===== config.mk =====
export PLATFORM = sky130hd
export DESIGN_NAME = and_1_flat
export DESIGN_NICKNAME = d
export VERILOG_FILES = /design/src/rtl/and_1_if.sv /design/src/rtl/and_1.sv /design/src/flat_wrapper.sv
export SDC_FILE = /design/constraint.sdc
export NUM_CORES = 1
export LEC_CHECK = 0
export CORE_MARGIN = 3
export CORE_UTILIZATION = 45
export DETAILED_ROUTE_END_ITERATION = 7
export PLACE_DENSITY = 0.73
export SLEW_MARGIN = 20
export SYNTH_ARGS = -nofsm -noshare
export SYNTH_HDL_FRONTEND = slang
export SYNTH_SLANG_ARGS = --single-unit

===== constraint.sdc =====
create_clock -name clk -period 4.6 [get_ports clk]
set_clock_uncertainty 0.2 [all_clocks]
set_input_delay 1.15 -clock clk [delete_from_list [all_inputs] [get_ports clk]]
set_output_delay 1.15 -clock clk [all_outputs]
set_load 0.03 [all_outputs]

===== src/rtl/and_1_if.sv =====
// Signal bundle for the and_1 cell: operands and counter clear in, gate and monitor outputs back.
interface and_1_if #(
    parameter int CNT_W = 16
);
    logic             A;
    logic             B;
    logic             clr_cnt;
    logic             Q;
    logic             Q_reg;
    logic             q_rise;
    logic             q_fall;
    logic [CNT_W-1:0] hi_cnt;

    modport master (
        output A, B, clr_cnt,
        input  Q, Q_reg, q_rise, q_fall, hi_cnt
    );

    modport slave (
        input  A, B, clr_cnt,
        output Q, Q_reg, q_rise, q_fall, hi_cnt
    );
endinterface


===== src/rtl/and_1.sv =====
// Two-input AND with a clocked monitor: registered copy, edge pulses, saturating high-cycle count.
// Define AND1_GLITCH_FILTER_EN to require FILT_LEN consecutive differing edges before Q_reg moves.
module and_1 #(
    parameter int CNT_W    = 16,
    parameter int FILT_LEN = 4
) (
    input  logic   clk,
    input  logic   rst_n,
    and_1_if.slave bus
);
    localparam logic [CNT_W-1:0] CNT_MAX = {CNT_W{1'b1}};

    logic             q_next;
    logic             q_reg;
    logic             q_prev_reg;
    logic             q_rise_reg;
    logic             q_fall_reg;
    logic [CNT_W-1:0] hi_cnt_reg;

    // The gate itself never touches clk or rst_n.
    assign bus.Q = bus.A & bus.B;

`ifdef AND1_GLITCH_FILTER_EN
    localparam int               RUN_W    = (FILT_LEN > 2) ? $clog2(FILT_LEN) : 1;
    localparam logic [RUN_W-1:0] RUN_LAST = RUN_W'(FILT_LEN - 1);

    logic [RUN_W-1:0] run_reg;
    logic             differs;

    assign differs = (bus.Q != q_reg);
    assign q_next  = (differs && run_reg == RUN_LAST) ? bus.Q : q_reg;

    // Run counter restarts whenever Q agrees with Q_reg or a change is accepted.
    always_ff @(posedge clk or negedge rst_n) begin
        if (!rst_n) begin
            run_reg <= '0;
        end else if (!differs || run_reg == RUN_LAST) begin
            run_reg <= '0;
        end else begin
            run_reg <= run_reg + 1'b1;
        end
    end
`else
    assign q_next = bus.Q;
`endif

    always_ff @(posedge clk or negedge rst_n) begin
        if (!rst_n) begin
            q_reg      <= 1'b0;
            q_prev_reg <= 1'b0;
            q_rise_reg <= 1'b0;
            q_fall_reg <= 1'b0;
            hi_cnt_reg <= '0;
        end else begin
            q_reg      <= q_next;
            q_prev_reg <= q_reg;
            // Pulses trail the Q_reg change by one cycle.
            q_rise_reg <= q_reg & ~q_prev_reg;
            q_fall_reg <= ~q_reg & q_prev_reg;
            if (bus.clr_cnt) begin
                hi_cnt_reg <= '0;
            end else if (q_reg && hi_cnt_reg != CNT_MAX) begin
                hi_cnt_reg <= hi_cnt_reg + 1'b1;
            end
        end
    end

    assign bus.Q_reg  = q_reg;
    assign bus.q_rise = q_rise_reg;
    assign bus.q_fall = q_fall_reg;
    assign bus.hi_cnt = hi_cnt_reg;
endmodule


===== src/flat_wrapper.sv =====
// flat-port wrapper written by rule: the top's interface ports become plain ports
module and_1_flat 
#(
    parameter int CNT_W    = 16,
    parameter int FILT_LEN = 4
)
  (clk, rst_n, bus_A, bus_B, bus_clr_cnt, bus_Q, bus_Q_reg, bus_q_rise, bus_q_fall, bus_hi_cnt);
  and_1_if #(.CNT_W(CNT_W)) bus_i ();
  input  logic clk;
  input  logic rst_n;
  input wire logic [$bits(bus_i.A)-1:0] bus_A;
  input wire logic [$bits(bus_i.B)-1:0] bus_B;
  input wire logic [$bits(bus_i.clr_cnt)-1:0] bus_clr_cnt;
  output wire logic [$bits(bus_i.Q)-1:0] bus_Q;
  output wire logic [$bits(bus_i.Q_reg)-1:0] bus_Q_reg;
  output wire logic [$bits(bus_i.q_rise)-1:0] bus_q_rise;
  output wire logic [$bits(bus_i.q_fall)-1:0] bus_q_fall;
  output wire logic [$bits(bus_i.hi_cnt)-1:0] bus_hi_cnt;
  assign bus_i.A = bus_A;
  assign bus_i.B = bus_B;
  assign bus_i.clr_cnt = bus_clr_cnt;
  assign bus_Q = bus_i.Q;
  assign bus_Q_reg = bus_i.Q_reg;
  assign bus_q_rise = bus_i.q_rise;
  assign bus_q_fall = bus_i.q_fall;
  assign bus_hi_cnt = bus_i.hi_cnt;
  and_1 #(.CNT_W(CNT_W), .FILT_LEN(FILT_LEN)) u_core (.clk(clk), .rst_n(rst_n), .bus(bus_i));
endmodule

Word-level counts from Yosys, hierarchy flattened
Index checks and enable logic that the tools add are counted.
{ "totals": {"mem_bits_rw": 0, "mem_count": 0, "latch_bits": 0, "reg_bits": 20, "wordCells": 16, "rom_bits": 0} }
{ "classes": {"n_mux": 2, "shifts": 0, "order_cmp": 0, "multipliers": 0, "div": 0, "bitwise": 5, "reduce_logical": 2, "addsub": 1, "n_eq_ne": 1} }
{ "op_table": {"columns": ["cell", "count"], "rows": [
  ["2-to-1 mux 16 bit", 2],
  ["adder 16 x 1 -> 16 bit (second input constant)", 1],
  ["inequality test 16 bit (second input constant)", 1],
  ["bitwise AND 1 bit", 3],
  ["NOT 1 bit", 2],
  ["nonzero test 2 bit", 1],
  ["logical AND 1 bit", 1]
]} }

Longest topological paths before layout
{ "depth": {"depth_word": 4, "depth_mapped": 6} }

Worst setup path before layout
No wires, ideal clock.
{ "synth_timing": {"path_kind": "in2out", "start": "in bus_A", "end": "out bus_Q", "t_arrival_ns": 1.444, "slack_ns": 1.806, "n_path_buf": 0, "stages": 1, "t_required_ns": 3.250, "path_cell_list": "and2_1"} }
{ "synth_via": {"elab_chain_cells": 1} }
{ "synth_lines": {"columns": ["element", "line", "text"], "rows": [
  ["start: declaration", "flat_wrapper.sv:11", "input wire logic [$bits(bus_i.A)-1:0] bus_A;"],
  ["bitwise AND 1 bit", "and_1.sv:21", "assign bus.Q = bus.A & bus.B;"],
  ["end: declaration", "flat_wrapper.sv:14", "output wire logic [$bits(bus_i.Q)-1:0] bus_Q;"]
]} }
Every way passes these cells.

Final worst setup path
Ends and elaborated chain as after synthesis.

==> flow_summary.ini <==
[outcome]
status = finished, final reports clean

[timing]
finalSetupViolCount = 0
hold_viol = 0
relSlewSlack_pct = 39.13
hold_slack_ns = 0.2154
worstMarginPinSlew_ns = 0.9102
min_period_over_period_pct = 81.51
finalCriticalPeriod_ns = 3.750
rsz0062_at_grt = false
setup_ws_ns = 0.8505
max_freq_mhz = 266.7
drv_slew = 0
fin_tns_setup_ns = 0

[placed_design]
hpwlAfterDp_um = 1624
io_buffers = 24
pre_cts_ws_ns = 0.8383
gp_congestion = 0.7684

[worst_setup_path]
ff2ff_path_depth = 5
crit_required_ns = 3.25
path_cells = clkdlybuf4s50_1 > and2_1 > clkdlybuf4s50_1
critical-path-top-delay-family = buffers and inverters
critPathBufInv = 2
endpoint_kind = primary output
path_common_cell = clkdlybuf4s50_1
worstSetupStartpoint = bus_A
timing.critical_path.slowest_cell_delay_ns = 0.67
critPathKind = in -> out
worstReg2RegStart = u_core.bus.hi_cnt[0]
regToRegEndpoint = u_core.bus.hi_cnt[0]
cp_slowest_cell = clkdlybuf4s50_1
cp_max_fo = 2
crit_end = bus_Q
startpoint_type = input port
r2r_slack_ns = 2.20
cp.arrival_ns = 2.40
path_depth = 3

[drt]
ant_nets = 0
viasPerCell = 5.839
firstDrtPassIters = 5
num_vias = 905
drt_iter0_drc = 30
avgRoutedWirePerCell_um = 14.91
routed_wl_um = 2311
drc_errors = 0

[pwr]
pwr_density_cell_nw_per_um2 = 259.4
vdd_drop_max_uv = 154.8
leakagePower_nw = 0.5617
power_uw = 350.8

[clock_tree]
cts_htree_levels = 1
clkTransAtPathRegs_ns = 0.12
cts_setup_buffers = 0
clockBufferDepth = 2
cts-resized-gates = 0
cts-buffers-inserted = 3
cts.sinks = 20
clkLatencyLatePin_ns = 0.30
cts_hold_buffers = 0
root_buffer = clkbuf_4
cts_tree = done

[min_path]
hp-class = reg -> reg

[floorplanning]
io-pin-count = 25
std_cell_rows = 16
die_area_sq_um = 2936
fp.dieH_um = 54.19
die_w_um = 54.19
start_util_pct = 50.18
core_region_area_sq_um = 2082

[layout]
syn2layout_area_growth_pct = 29.46
fin_nets = 135
largest_register_ff_count = 16
drive_gt1_share_pct = 7.031
diodes = 0

[logic_synthesis]
netlist_area_sq_um = 1045
synthCells = 104
synthesis.nets = 110
ys.flop_type = dfrtp_1
postSynthAreaPerCell_sq_um = 10.05
netlist-cell-type-count = 32
ys_warn_count = 0
async_flop_share_pct = 100.0
seq_area_frac_synth_pct = 47.90
synth_top_area_share_pct = 47.90
yosysTopAreaCell = dfrtp_1
ys_top_cells_by_area = dfrtp_1 48%, a21oi_1 4.3%, or3_1 4.2%
synth-edff-count = 0
synth_seq_cells = 20

[flow_run]
max_cap_violations = 0

[global_routing]
antenna_found_initial = 0
grt_pass1_vias = 848
grt_remaining_overflow = 0
grt_usage_pct = 18.48
grt_pass1_wl_um = 3905
grt_max_degree = 21
## area by class of cell
class                           count  area [sq um]
Fill cell                         179         729.5
Multi-Input combinational cell     78         518.0
Sequential cell                    20         500.5
Timing Repair Buffer               24         240.2
Tap cell                           27         33.78
Clock inverter                      1         30.03
Clock buffer                        3         22.52
Inverter                            2         7.507
## synth_stat cells (2+ instances only)
cell      instances
mux2_1            2
a211oi_1          3
o31ai_1           3
or4_1             3
and2_1            2
clkbuf_1          3
or3_1             7
nand4_2           3
nor2_1            6
nand2_1           6
nand3_1           5
nor2b_1           4
nand2b_1          2
inv_1             2
o21ai_1           5
dfrtp_1          20
and4_1            3
a21oi_1           9
and3_1            2
nor3_1            2
## metal layers
| metal | wire length, um | part of all wire (%) | track usage (%) |
|---|---|---|---|
| met5 | 0 | 0 | 0 |
| met4 | 13 | 0.56 | 6.224 |
| met3 | 104 | 4.5 | 3.601 |
| met2 | 1147 | 50 | 30.68 |
| met1 | 1046 | 45 | 23.79 |
## worst register-to-register path, stage by stage, from the launching register on
cell     delay (ns)
dfrtp_1        0.42
ha_1           0.25
nand4_2        0.22
nor4b_4        0.66
nor2_1         0.19
mux2_1         0.35
## kinds of logic (layout without fill, tap and decap cells)
| logic type | count (synthesis) | in the layout | synth area share (%) |
|---|---|---|---|
| buffers and inverters | 6 | 30 | 2.515 |
| multiplexers | 4 | 4 | 4.191 |
| AND/OR/NAND/NOR | 49 | 49 | 30.54 |
| adder cells (fa/ha/maj) | 1 | 1 | 1.197 |
| AO/OA/AOI/OAI | 24 | 24 | 13.65 |
| flip-flops | 20 | 20 | 47.90 |
## power breakdown
part	switching [mW]	internal [mW]	total (mW)	leakage, nW
clock	0.0554	0.0880	0.143	0.0279
sequential	0.00315	0.179	0.182	0.275
combinational	0.0152	0.0105	0.0257	0.259
## through the flow
stage | instances | util, % | area [sq um]
floorplan | 104 | - | 1045
global placement | 151 | 62.44 | 1300
detailed placement | 151 | 62.44 | 1300
CTS | 155 | 64.96 | 1353
global route | 155 | 64.96 | 1353
finish | 155 | 64.96 | 1353
## layout by cell type (no fill, tap or decap)
master and n:
or4_1 3, o31ai_1 3, ha_1 1, a31oi_1 1, nor3_1 2, o211ai_1 1, and4_1 3, and4b_1 1
and3_1 2, mux2_1 2, nand4_2 3, mux2i_1 1, or3_1 7, nor2b_1 4, a21oi_1 9, nand4_1 1
nand2b_1 2, o21ai_1 5, nand2_1 6, mux2_2 1, a41oi_1 1, nor4b_4 1, nor4_1 1, nand3_1 5
bufinv_16 1, inv_1 2, nor2_1 6, and2_1 2, clkdlybuf4s50_1 24, dfrtp_1 20, clkbuf_4 3, a211oi_1 3
o21ai_0 1
## how the worst min path moves through the flow
stage,slack (ns),start,endpoint,cells past startpoint
floorplan,0.19,u_core.q_prev_reg,u_core.bus.q_rise,1
global placement,0.20,u_core.q_prev_reg,u_core.bus.q_rise,1
detailed placement,0.20,u_core.q_prev_reg,u_core.bus.q_rise,1
CTS,0.22,u_core.q_prev_reg,u_core.bus.q_rise,1
global route,0.23,u_core.q_prev_reg,u_core.bus.q_rise,1
finish,0.22,u_core.q_prev_reg,u_core.bus.q_rise,1
Power figures use the tool's default switching activity.
